--- config.mk ---
export PLATFORM = sky130hd
export DESIGN_NAME = gol_pixel_flat
export DESIGN_NICKNAME = d
export VERILOG_FILES = /design/src/rtl/gol_pkg.sv /design/src/rtl/gol_pixel_if.sv /design/src/rtl/gol_popcount8.sv /design/src/rtl/gol_pixel.sv /design/src/flat_wrapper.sv
export SDC_FILE = /design/constraint.sdc
export NUM_CORES = 1
export LEC_CHECK = 0
export CELL_PAD_IN_SITES_DETAIL_PLACEMENT = 1
export CELL_PAD_IN_SITES_GLOBAL_PLACEMENT = 1
export CORE_AREA = 10 10 47 49
export DETAILED_ROUTE_END_ITERATION = 8
export DIE_AREA = 0 0 57 59
export DONT_BUFFER_PORTS = 1
export PLACE_DENSITY = 0.51
export SYNTH_ARGS = -nofsm -noshare
export SYNTH_HDL_FRONTEND = slang
export SYNTH_HIERARCHICAL = 1
export SYNTH_SLANG_ARGS = --single-unit
--- constraint.sdc ---
create_clock -name clk -period 9.9 [get_ports clk]
set_input_delay 1.485 -clock clk [delete_from_list [all_inputs] [get_ports clk]]
set_output_delay 1.485 -clock clk [all_outputs]
set_load 0.05 [all_outputs]
--- src/rtl/gol_pkg.sv ---
// Shared constants and types for the Game of Life pixel cell.
package gol_pkg;

    localparam int NBR_W = 8;
    localparam int CNT_W = 4;

    // Rule masks, indexed by live-neighbour count 0..8. These values encode B3/S23.
    localparam logic [8:0] GOL_BIRTH_DEFAULT   = 9'h008;
    localparam logic [8:0] GOL_SURVIVE_DEFAULT = 9'h00C;

    typedef logic [NBR_W-1:0] nbr_t;
    typedef logic [CNT_W-1:0] cnt_t;

endpackage

--- src/rtl/gol_pixel_if.sv ---
// Control, neighbour and status bundle for one gol_pixel cell.
// When GOL_PIXEL_RULE_EN is defined, the bundle also carries the birth and survive masks.
interface gol_pixel_if;
    import gol_pkg::*;

    logic en;
    logic load;
    logic load_val;
    nbr_t nbr;
    logic alive;
    cnt_t nbr_cnt;
`ifdef GOL_PIXEL_RULE_EN
    logic [8:0] birth_mask;
    logic [8:0] survive_mask;

    modport master (
        output en, load, load_val, nbr, birth_mask, survive_mask,
        input  alive, nbr_cnt
    );
    modport slave (
        input  en, load, load_val, nbr, birth_mask, survive_mask,
        output alive, nbr_cnt
    );
`else
    modport master (
        output en, load, load_val, nbr,
        input  alive, nbr_cnt
    );
    modport slave (
        input  en, load, load_val, nbr,
        output alive, nbr_cnt
    );
`endif

endinterface

--- src/rtl/gol_popcount8.sv ---
// Purely combinational population count of 8 bits, built as a 3-level adder tree.
module gol_popcount8
    import gol_pkg::*;
(
    input  nbr_t nbr,
    output cnt_t cnt
);

    logic [1:0] sum2_0, sum2_1, sum2_2, sum2_3;
    logic [2:0] sum3_0, sum3_1;

    assign sum2_0 = {1'b0, nbr[0]} + {1'b0, nbr[1]};
    assign sum2_1 = {1'b0, nbr[2]} + {1'b0, nbr[3]};
    assign sum2_2 = {1'b0, nbr[4]} + {1'b0, nbr[5]};
    assign sum2_3 = {1'b0, nbr[6]} + {1'b0, nbr[7]};

    assign sum3_0 = {1'b0, sum2_0} + {1'b0, sum2_1};
    assign sum3_1 = {1'b0, sum2_2} + {1'b0, sum2_3};

    // The final stage is 4 bits wide, so all eight neighbours alive gives 8 without wrapping.
    assign cnt = {1'b0, sum3_0} + {1'b0, sum3_1};

endmodule

--- src/rtl/gol_pixel.sv ---
// One Game of Life cell. It applies B3/S23 by default.
// Defining GOL_PIXEL_RULE_EN takes the birth and survive masks from the bus instead.
// Priority at each edge: reset, then load, then enabled step, otherwise hold.
module gol_pixel
    import gol_pkg::*;
#(
    parameter bit INIT_ALIVE = 1'b0
) (
    input  logic        clk,
    input  logic        rst_n,
    gol_pixel_if.slave  bus
);

    cnt_t       cnt;
    logic       alive_q;
    logic       next_alive;
    logic [8:0] birth_mask;
    logic [8:0] survive_mask;

    gol_popcount8 u_popcount (
        .nbr (bus.nbr),
        .cnt (cnt)
    );

`ifdef GOL_PIXEL_RULE_EN
    assign birth_mask   = bus.birth_mask;
    assign survive_mask = bus.survive_mask;
`else
    assign birth_mask   = GOL_BIRTH_DEFAULT;
    assign survive_mask = GOL_SURVIVE_DEFAULT;
`endif

    // The next generation comes from the current state and the pre-edge neighbour count.
    always_comb begin
        next_alive = 1'b0;
        if (alive_q) begin
            next_alive = survive_mask[cnt];
        end else begin
            next_alive = birth_mask[cnt];
        end
    end

    // State register with synchronous reset. Load overrides the rule, and en gates the step.
    always_ff @(posedge clk) begin
        if (!rst_n) begin
            alive_q <= INIT_ALIVE;
        end else if (bus.load) begin
            alive_q <= bus.load_val;
        end else if (bus.en) begin
            alive_q <= next_alive;
        end
    end

    assign bus.alive   = alive_q;
    assign bus.nbr_cnt = cnt;

endmodule

--- src/flat_wrapper.sv ---
// flat-port wrapper written by rule: the top's interface ports become plain ports
module gol_pixel_flat import gol_pkg::*;
#(
    parameter bit INIT_ALIVE = 1'b0
)
  (clk, rst_n, bus_en, bus_load, bus_load_val, bus_nbr, bus_alive, bus_nbr_cnt);
  gol_pixel_if bus_i ();
  input  logic clk;
  input  logic rst_n;
  input wire logic [$bits(bus_i.en)-1:0] bus_en;
  input wire logic [$bits(bus_i.load)-1:0] bus_load;
  input wire logic [$bits(bus_i.load_val)-1:0] bus_load_val;
  input wire logic [$bits(bus_i.nbr)-1:0] bus_nbr;
  output wire logic [$bits(bus_i.alive)-1:0] bus_alive;
  output wire logic [$bits(bus_i.nbr_cnt)-1:0] bus_nbr_cnt;
  assign bus_i.en = bus_en;
  assign bus_i.load = bus_load;
  assign bus_i.load_val = bus_load_val;
  assign bus_i.nbr = bus_nbr;
  assign bus_alive = bus_i.alive;
  assign bus_nbr_cnt = bus_i.nbr_cnt;
  gol_pixel #(.INIT_ALIVE(INIT_ALIVE)) u_core (.clk(clk), .rst_n(rst_n), .bus(bus_i));
endmodule
==> results by group <==
Pwr
  – Lkg Pwr: 0.1620 nW
  – Max rail drop VDD: 0.00005369 V
  – P per Cell Area: 200.4 nW/µm²

Drt
  – DRT Wirelength: 564 µm
  – DR vias/cell: 3.917
  – Via count: 188
  – DRC Markers: 0
  – Post-route ant nets: 0
  – DRT Pass-1 Iters: 1
  – DR WL/cell: 11.75 µm
  – Iteration-0 DRC Markers: 0

Synthesis
  – Largest family of logic cells by synthesized area: adder cells
  – Simple-gate share of the synthesized area: 5.970%
  – Yosys top cell by area: fa_1
  – Yosys cell types: 11
  – Yosys reg bits: 1
  – Synth Warn #: 6
  – Post-Synthesis Cells: 31
  – Synth Area in Adders: 46.77%
  – Synth Net Count: 51
  – Post-synthesis compound-gate area fraction: 13.43%
  – Area share of the largest cell type after synthesis: 31.84%
  – Sequential area share after synthesis: 7.960%
  – Mapped cell area: 251.5 µm²
  – Post-synthesis mux area share: 0%
  – Post-Syn Area per Cell: 8.113 µm²
  – Ranking of synthesized cells by area: fa_1 32%, inv_1 22%, ha_1 15%
  – Xor-xnor portion of the synthesized cell area: 3.483%

STA
  – Final hold vios: 0
  – Period Utilization, post-route: 55.81%
  – Fin. max-slew vios: 0
  – Slew headroom: 31.53%
  – Highest Clock Rate: 0.1810 GHz
  – RSZ-0062 raised after global routing: no
  – Least-Margin Pin Slew: 1.025 ns
  – Setup-failing EPs final: 0
  – Layout Skew: 0 ns
  – TNS Setup: 0 ns
  – Min cycle time layout: 5.525 ns

Setup path
  – Worst r2r dst: u_core/bus.alive
  – Crit-path cells: inv_1 > fa_1 > fa_1 > fa_1 > inv_1 > ha_1 > inv_1 > fa_1 > inv_1
  – Setup crit end kind: primary output
  – Reg2Reg Setup Slack: 8.89 ns
  – Critical path arrival: 4.04 ns
  – Critical Path Fanout Max: 2
  – Crit path to: bus_nbr_cnt[1]
  – Critical path buffers and inverters: 4
  – CP delay by family, top: adder cells
  – Kind of critical path: input port to primary output
  – Worst Reg-to-Reg Cells: 2
  – Slowest Stage Delay on Critical Path: 0.54 ns
  – Critical Path Source: bus_nbr[0]
  – Type of origin of the critical path: input port
  – Reg2reg start: u_core/bus.alive
  – Worst path slowest cell: fa_1
  – Number of cells on the critical path: 9
  – CP required: 8.42 ns

Floorplanning
  – IO Pins: 18
  – Die area: 3363 µm²
  – Die Ht: 59 µm
  – Die Wd: 57 µm
  – Rows: 14
  – Core area: 1401 µm²
  – Starting Density: 17.95%

CTS
  – Clock-pin transition on the worst setup and hold timing paths: 0 ns
  – Post-CTS Setup Bufs: 0
  – Hold_buf cts: 0
  – Worst skew pair latency: 0 ns
  – Post-CTS sizing: 0

Finish
  – Largest register FFs: 1
  – Layout area overhead: 10.95%
  – Layout cells sized above 1: 6.250%
  – Fin nets: 54
  – # diodes: 0
  – Footprint of the multi-input gates: 175.2 µm²
  – Sequential cell area: 20.02 µm²
  – # fillers: 184
  – Post-route cell area: 279.0 µm²

Global routing
  – GRT Residual Overflow: 0
  – Vias in the first global route: 210
  – Total GRT Usage: 2.897%
  – Global-route wire length before repair: 869 µm
  – Largest net degree at the start of global routing: 3
  – Initial antenna violation count: 0

Placement
  – Hpwl dp: 567.7 µm
  – Final GP Congestion: 0.6269
  – # port buffers: 0
  – Cell Area, Placed: 279.0 µm²

Worst hold path
  – Hold crit path type: flop to flop
  – Hold Crit Start: u_core/bus.alive

Run status
  – Status: completed

Flow run
  – Maxcap violations: 0
-- cells by family after synthesis --
kind of cell / count (synthesis)
adders and majority gates: 7
xor gates and xnor gates: 1
AOI/OAI and AO/OA: 4
and+or+nand+nor: 3
DFF: 1
buffers and inverters: 15
-- how the worst min path moves through the flow --
| stage | endpoint | slack [ns] | cells after the start |
|---|---|---|---|
| after floorplan | u_core/bus.alive | 0.78 | 2 |
| after global placement | u_core/bus.alive | 0.81 | 2 |
| after detailed placement | u_core/bus.alive | 0.82 | 2 |
| after CTS | u_core/bus.alive | 0.82 | 2 |
| after global routing | u_core/bus.alive | 0.84 | 2 |
| final | u_core/bus.alive | 0.81 | 2 |
-- area by class of cell --
type / count / area share [%]
Sequential cell: 1 / 7.175
Timing Repair Buffer: 1 / 2.691
Inverter: 15 / 20.18
Tap cell: 16 / 7.175
Multi-Input combinational cell: 15 / 62.78
-- cells in the final DEF (no fill, tap or decap) --
| master | instances |
|---|---|
| nor2_1 | 1 |
| inv_1 | 15 |
| nor2b_1 | 1 |
| a21oi_1 | 2 |
| fa_1 | 4 |
| o41ai_2 | 1 |
| nand3_1 | 1 |
| xnor2_1 | 1 |
| ha_1 | 3 |
| dfxtp_1 | 1 |
| buf_4 | 1 |
| a21boi_1 | 1 |
-- synth_stat cells --
cell type,instances
nor2b_1,1
dfxtp_1,1
o41ai_2,1
fa_1,4
nor2_1,1
inv_1,15
a21boi_1,1
ha_1,3
nand3_1,1
a21oi_1,2
xnor2_1,1
-- power by group --
part	switching, W	leakage, nW	internal, W
combinational	0.0000368	0.154	0.0000127
sequential	0.00000189	0.00827	0.00000459
clock	0	0	0
-- metal layers --
layer	part of all wire [%]	wire (µm)	track usage, %	up-vias
met5	0	0	0	-
met4	0	0	0	0
met3	3.4	19	0.4292	0
met1	31	173	2.735	95
met2	66	372	6.512	3
li1	-	-	-	90
-- worst register-to-register path, stage by stage, from the launching register on --
cell	delay, ns
dfxtp_1	0.61
a21oi_1	0.10
o41ai_2	0.20
-- stage by stage --
step / instances / hold slack, ns / util (%) / worst slack [ns] / power, W
after global routing: 48 / 0.8361 / 19.91 / 4.271 / 0.00006077
after global placement: 48 / 0.8114 / 19.91 / 4.362 / 0.00005673
after CTS: 48 / 0.8193 / 19.91 / 4.353 / 0.00005728
final: 48 / 0.8054 / 19.91 / 4.375 / 0.00005593
after floorplan: 31 / 0.7826 / - / 4.020 / 0.00004912
after detailed placement: 48 / 0.8193 / 19.91 / 4.356 / 0.00005710
Power figures use the tool's default switching activity.
